--- config.mk ---
export PLATFORM = sky130hd
export DESIGN_NAME = sram_addr_tx
export DESIGN_NICKNAME = d
export VERILOG_FILES = /design/src/rtl/sram_addr_tx_pkg.sv /design/src/rtl/sram_addr_tx_clk_div_tick.sv /design/src/rtl/sram_addr_tx.sv
export SDC_FILE = /design/constraint.sdc
export NUM_CORES = 1
export LEC_CHECK = 0
export ABC_CLOCK_PERIOD_IN_PS = 5450
export CAP_MARGIN = 5
export CORE_MARGIN = 2
export CORE_UTILIZATION = 55
export DETAILED_ROUTE_END_ITERATION = 10
export PLACE_DENSITY = 0.83
export SYNTH_ARGS = -nofsm -noshare
export SYNTH_HDL_FRONTEND = slang
export SYNTH_SLANG_ARGS = --single-unit
--- constraint.sdc ---
create_clock -name clk -period 5.45 [get_ports clk]
set_clock_uncertainty 0.15 [all_clocks]
set_input_delay 1.3625 -clock clk [delete_from_list [all_inputs] [get_ports clk]]
set_output_delay 1.3625 -clock clk [all_outputs]
set_load 0.005 [all_outputs]
--- src/rtl/sram_addr_tx_pkg.sv ---
// Shared definitions for the SRAM address serial transmitter:
// state encoding and default geometry.
package sram_addr_tx_pkg;
    localparam int ADDR_W_DEF  = 21;
    localparam int CLK_DIV_DEF = 2;

    typedef enum logic [2:0] {
        S_IDLE,
        S_LOW,
        S_HIGH,
        S_TAIL,
        S_DONE
    } state_e;
endpackage

--- src/rtl/sram_addr_tx_clk_div_tick.sv ---
// Reloadable CLK_DIV down-counter. o_tick marks the last cycle of each
// CLK_DIV-cycle interval; i_restart starts a fresh interval.
module clk_div_tick #(
    parameter int CLK_DIV = 2
) (
    input  logic clk,
    input  logic reset,
    input  logic i_restart,
    output logic o_tick
);
    localparam int CW = (CLK_DIV > 1) ? $clog2(CLK_DIV) : 1;
    localparam logic [CW-1:0] RELOAD = CW'(CLK_DIV - 1);

    logic [CW-1:0] r_cnt;

    always_ff @(posedge clk or negedge reset) begin
        if (!reset)
            r_cnt <= '0;
        else if (i_restart || (r_cnt == '0))
            r_cnt <= RELOAD;
        else
            r_cnt <= r_cnt - 1'b1;
    end

    assign o_tick = (r_cnt == '0) && !i_restart;
endmodule

--- src/rtl/sram_addr_tx.sv ---
// Serialises a parallel SRAM address onto the CPLD shift pins (MSB first),
// with a one-entry cache that lets repeated addresses skip the shift.
module sram_addr_tx
    import sram_addr_tx_pkg::*;
#(
    parameter int ADDR_W   = ADDR_W_DEF,
    parameter int CLK_DIV  = CLK_DIV_DEF,
    parameter int HIT_SKIP = 1
) (
    input  logic              clk,
    input  logic              reset,
    input  logic              start,
    input  logic [ADDR_W-1:0] addr,
    input  logic              flush,
    output logic              busy,
    output logic              done,
    output logic              sreg_en,
    output logic              sclk,
    output logic              sdata
);
    localparam int BW = $clog2(ADDR_W);

    state_e            r_state, w_next;
    logic [ADDR_W-1:0] r_shift, r_addr, r_cache;
    logic              r_cvalid;
    logic [BW-1:0]     r_bit;
    logic              w_accept, w_hit, w_tick, w_last;

    assign w_accept = (r_state == S_IDLE) && start;
    // flush in the same cycle as start must force a real shift
    assign w_hit    = (HIT_SKIP != 0) && r_cvalid && !flush && (addr == r_cache);
    assign w_last   = (r_bit == '0);

    clk_div_tick #(.CLK_DIV(CLK_DIV)) u_div (
        .clk      (clk),
        .reset    (reset),
        .i_restart(w_accept),
        .o_tick   (w_tick)
    );

    always_ff @(posedge clk or negedge reset) begin
        if (!reset)
            r_state <= S_IDLE;
        else
            r_state <= w_next;
    end

    always_comb begin
        w_next = r_state;
        case (r_state)
            S_IDLE: if (w_accept) w_next = w_hit ? S_DONE : S_LOW;
            S_LOW:  if (w_tick)   w_next = S_HIGH;
            S_HIGH: if (w_tick)   w_next = w_last ? S_TAIL : S_LOW;
            S_TAIL: if (w_tick)   w_next = S_DONE;
            S_DONE: w_next = S_IDLE;
            default: w_next = S_IDLE;
        endcase
    end

    always_ff @(posedge clk or negedge reset) begin
        if (!reset) begin
            r_shift  <= '0;
            r_addr   <= '0;
            r_cache  <= '0;
            r_cvalid <= 1'b0;
            r_bit    <= '0;
        end else begin
            if ((r_state == S_IDLE) && flush)
                r_cvalid <= 1'b0;
            if (w_accept) begin
                r_shift <= addr;
                r_addr  <= addr;
                r_bit   <= BW'(ADDR_W - 1);
            end
            // next bit is presented only after the full HIGH phase
            if ((r_state == S_HIGH) && w_tick && !w_last) begin
                r_shift <= {r_shift[ADDR_W-2:0], 1'b0};
                r_bit   <= r_bit - 1'b1;
            end
            if (r_state == S_DONE) begin
                r_cache  <= r_addr;
                r_cvalid <= 1'b1;
            end
        end
    end

    always_comb begin
        busy    = 1'b0;
        done    = 1'b0;
        sreg_en = 1'b1;
        sclk    = 1'b0;
        sdata   = 1'b0;
        case (r_state)
            S_LOW: begin
                busy    = 1'b1;
                sreg_en = 1'b0;
                sdata   = r_shift[ADDR_W-1];
            end
            S_HIGH: begin
                busy    = 1'b1;
                sreg_en = 1'b0;
                sclk    = 1'b1;
                sdata   = r_shift[ADDR_W-1];
            end
            S_TAIL: begin
                busy    = 1'b1;
                sreg_en = 1'b0;
            end
            S_DONE: done = 1'b1;
            default: ;
        endcase
    end
endmodule

Yosys cells after proc, flatten, opt, wreduce, memory -nomap -nowiden. Index checks and enable logic that the tools add are counted.

Add/sub/neg operators: 2. Equality and inequality tests: 9. Muxes and demuxes: 19. Bitwise logic cells: 1. Reduce and logical (&&, ||, !) cells: 18.

Operators with widths (count): $mux 21 (2); $eq 21x21->1 (1); $mux 3 (5); $pmux 3 s4 (1); $mux 5 (2); $mux 1 (8); $logic_and 1x1->1 (7); $eq 3x2->1 const B (2); $ne 2x2->1 const B (3); $logic_not 5->1 (1); $sub 5x1->5 const B (1); $reduce_and 4->1 (1); $reduce_bool 2->1 (2); $eq 3x1->1 const B (1); $eq 3x3->1 const B (1); $logic_not 1->1 (3); $logic_not 3->1 (1); $reduce_or 3->1 (1); $mux 2 (1); $ne 2x1->1 const B (1); $reduce_or 2->1 (1); $logic_or 1x1->1 (1); $not 1->1 (1); $sub 1x1->1 const B (1).

Bits in registers: 73. Bits of input ports: 25. Output and inout bits: 5. Logic and storage cells: 56.

Depth between registers and ports, before layout.
Depth in word-level cells: 7. Gate-level depth with buffers: 8. Gate-level depth less buffers: 6.

Hierarchy. Synthesis repeated with hierarchy kept, for this count alone.

Cell total of the unflattened synthesis: 317. Area total of the unflattened synthesis: 3248.1 um2.

Modules (own cells, without submodules): sram_addr_tx (times used 1, cells an instance 314, area each 3213.1 um2, sequential area each 1801.7 um2); clk_div_tick (times used 1, cells an instance 3, area each 35.0 um2, sequential area each 25.0 um2).

Worst setup path before layout. OpenSTA, ideal clock, no wires.

Kind: register -> output. Start point: register r_state[0]. End point: output port done. Arrival: 1.250 ns. Required time: 3.938 ns. Path slack: 2.687 ns. Cell stages (with the launch flop): 6. Buffers on the path: 3. Cells stage by stage: dfrtp_1 > buf_2 > nor2_1 > and2_1 > clkbuf_1 > buf_2.

Word-level cells in the longest chain between the ends: 2.

RTL lines: from (decl) (line sram_addr_tx.sv:23) `state_e r_state, w_next;`; from (signal assigned) (line sram_addr_tx.sv:45) `r_state <= w_next;`; $eq 3x3->1 (line sram_addr_tx.sv:93) `case (r_state)`; $mux 1 (line sram_addr_tx.sv:93); to (decl) (line sram_addr_tx.sv:16) `output logic done,`.

Every way passes these cells.

Final worst setup path. Same ends and word-level chain as after synthesis.

==> impl_metrics.env <==
export IMPL_grt_setup_unrepaired="no"
export IMPL_fillers=402
export IMPL_worst_pin_slew_ps=970.2
export IMPL_io_pins=30
export IMPL_wl_per_cell_microns=17.40
export IMPL_h_tree_depth=3
export IMPL_async_flop_share=1.000
export IMPL_rows=27
export IMPL_hpwl_mm=4.067
export IMPL_cts_path_max_buffers=2
export IMPL_cp_cell_sequence="nor2_1, and2_1, buf_4, clkdlybuf4s50_1"
export IMPL_leakagePower_nw=1.816
export IMPL_synth_top_family_by_area="compound AO/OA/AOI/OAI gates"
export IMPL_worstPathRequired_ps=3940
export IMPL_power_density_nw_per_um2=543.6
export IMPL_synth_cells=250
export IMPL_area_growth_pct=16.64
export IMPL_die_h_microns=80.58
export IMPL_synth_nets=277
export IMPL_internal_power_w=0.001403
export IMPL_outcome="completed"
export IMPL_finalCritPeriodShare=0.6722
export IMPL_synthSimpleGateAreaFrac=0.1171
export IMPL_slew_viol_final=0
export IMPL_gr_total_overflow=0
export IMPL_grt_pass1_wl_mm=10.52
export IMPL_insertion_delay_ps=350
export IMPL_ys_types=35
export IMPL_maxCapViolations=0
export IMPL_power_share_combinational=0.298
export IMPL_synth_edf_count=0
export IMPL_synth_mux_area_frac=0.08611
export IMPL_post_cts_resized=0
export IMPL_synthesis_area_sq_um=3226
export IMPL_arrival_ps=2150
export IMPL_grt_usage=0.2228
export IMPL_cp_max_fo=23
export IMPL_core_sq_um=5574
export IMPL_fp_dieW_microns=80.58
export IMPL_ant_nets=0
export IMPL_ctsHoldBuffers=0
export IMPL_crit_path_end_kind="primary output"
export IMPL_tritoncts="done"
export IMPL_synth_ff_type="dfrtp_1"
export IMPL_wl_mm=6.177
export IMPL_hold_viol=0
export IMPL_p_seq_frac=0.468
export IMPL_synth_yosys_seq_area_share=0.5663
export IMPL_dr_total_vias=2044
export IMPL_die_area_sq_um=6493
export IMPL_place_congestion=0.7761
export IMPL_hold_class="reg2reg"
export IMPL_cp_start_kind="register"
export IMPL_fin_crit_ps=3663
export IMPL_firstDrtPassIters=4
export IMPL_nets=305
export IMPL_initial_utilization=0.5787
export IMPL_power_switching_w=0.0006421
export IMPL_total_power_w=0.002045
export IMPL_worstSetupPathType="reg2out"
export IMPL_drive_above_1_share=0.1767
export IMPL_synth_xor_area_frac=0.06517
export IMPL_postCtsSetupRepairBufs=0
export IMPL_maxSlewHeadroom=0.3532
export IMPL_avgSynthCellArea_sq_um=12.90
export IMPL_final_cell_mix="dfrtp_1 (73), clkdlybuf4s50_1 (28), mux2_2 (22), xor2_1 (22), and2_1 (21)"
export IMPL_clkTransAtPathRegs_ps=70
export IMPL_tns_ps=0
export IMPL_post_drt_via_cell_ratio=5.758
export IMPL_slowest_stage="clkdlybuf4s50_1"
export IMPL_synth_fa_ha_area_frac=0.007758
export IMPL_layout_commonest_cell="dfrtp_1"
export IMPL_initialDrtViolationCount=153
export IMPL_setup_viol=0
export IMPL_slowest_delay_ps=570
export IMPL_vdd_drop_max_mv=0.2482
export IMPL_cts_buffers=9
export IMPL_n_antenna_cell=0
export IMPL_grt_pass1_vias=2161
export IMPL_ys_warn_count=0
export IMPL_cts_root_buffer="clkbuf_8"
export IMPL_antenna_found_initial=0
export IMPL_ys_ff_latch=73
export IMPL_cts_sinks=73
export IMPL_synth_compound_area_frac=0.1226
export IMPL_drc=0
export IMPL_grt_max_degree=44
export IMPL_p_clk_frac=0.235
export IMPL_io_buffers=29
export IMPL_sw_frac_of_total=0.3139
export IMPL_fmax_ghz=0.2730
[cells by family (layout without fill, tap and decap cells)]
family | Yosys count | after routing
compound gates | 47 | 47
xor+xnor | 24 | 24
fa+ha+maj | 2 | 2
buf+inv | 20 | 53
flops | 73 | 73
mux | 25 | 25
simple gates | 59 | 59
[sequential cells by signal, indices dropped and copies added (netlist names)]
signal       cells
r_cache         21
r_bit            5
u_div.r_cnt      1
r_state          3
r_shift         21
r_addr          21
r_cvalid         1
[worst paths after layout]
| path | startpoint | to | slack (ps) | cells after the start |
|---|---|---|---|---|
| max | r_state[0]$_DFFE_PN0P_ | done | 1790 | 4 |
| min | r_addr[9]$_DFFE_PN0P_ | r_addr[9]$_DFFE_PN0P_ | 330 | 1 |
| max reg2reg | r_bit[0]$_DFFE_PN0P_ | r_bit[0]$_DFFE_PN0P_ | 2760 | 7 |
| min reg2reg | r_addr[9]$_DFFE_PN0P_ | r_addr[9]$_DFFE_PN0P_ | 330 | 1 |
| max in group asynchronous | reset | r_state[2]$_DFFE_PN0P_ | 3280 | 2 |
| min in group asynchronous | reset | r_addr[4]$_DFFE_PN0P_ | 890 | 1 |
[synthesized netlist by cell type (2+ instances only)]
cell      count  area (sq um)
nand4_1       2         12.51
a21oi_1       2         10.01
a221o_1      18         180.2
dfrtp_1      73          1827
mux2i_1       3         30.03
a21o_1       20         150.1
and2_1       21         131.4
xnor2_1       2         17.52
o21ai_0       2         10.01
buf_2         6         30.03
buf_6         3         33.78
xor2_1       22         192.7
nor4_1        5         31.28
nor3b_1       2         15.01
nor2_1        6         22.52
nand3_1       2         10.01
nand2_1      12         45.04
mux2_2       22         247.7
buf_4         2         15.01
inv_1         4         15.01
nor4b_4       2         47.55
ha_1          2         25.02
clkbuf_1      5         18.77
[power groups by stage]
stage                     combinational, W  clock, W  sequential, W
final                             0.000609  0.000480       0.000957
after global placement            0.000584         0       0.000949
after global routing              0.000671  0.000512       0.000987
after CTS                         0.000616  0.000485       0.000953
after floorplan                   0.000498         0       0.000892
after detailed placement          0.000612         0       0.000960
[routing by layer]
metal | track usage | part of all wire | vias to the layer above
met5 | 0 | 0 | -
met4 | 0.08475 | 0.019 | 0
met3 | 0.06180 | 0.045 | 8
met2 | 0.3517 | 0.50 | 49
met1 | 0.2939 | 0.44 | 1035
li1 | - | - | 952
[layout make-up]
type	instances	area (sq um)	area share
clock inverter	5	77.57	0.02062
sequential	73	1827	0.4855
clock buffer	11	151.4	0.04024
multi-input combinational	157	1286	0.3419
timing repair buffer	33	315.3	0.08380
tap	72	90.09	0.02394
inverter	4	15.01	0.003991
[critical path: cells and delay by family (launching register included)]
family | cells | cell delay, ps
buffers and inverters | 2 | 880
AND/OR/NAND/NOR | 2 | 390
flip-flops | 1 | 530
[stage by stage]
step / setup WS, ps / hold WS [ps] / instance area [sq um] / utilization / cells
floorplan: 2687 / 290.1 / 3226 / - / 250
global placement: 2026 / 302.0 / 3533 / 0.6339 / 339
detailed placement: 2013 / 309.4 / 3533 / 0.6339 / 339
CTS: 1775 / 326.3 / 3762 / 0.6750 / 355
global route: 1632 / 340.7 / 3762 / 0.6750 / 355
finish: 1787 / 326.2 / 3762 / 0.6750 / 355
(Power assumes the default switching activity.)
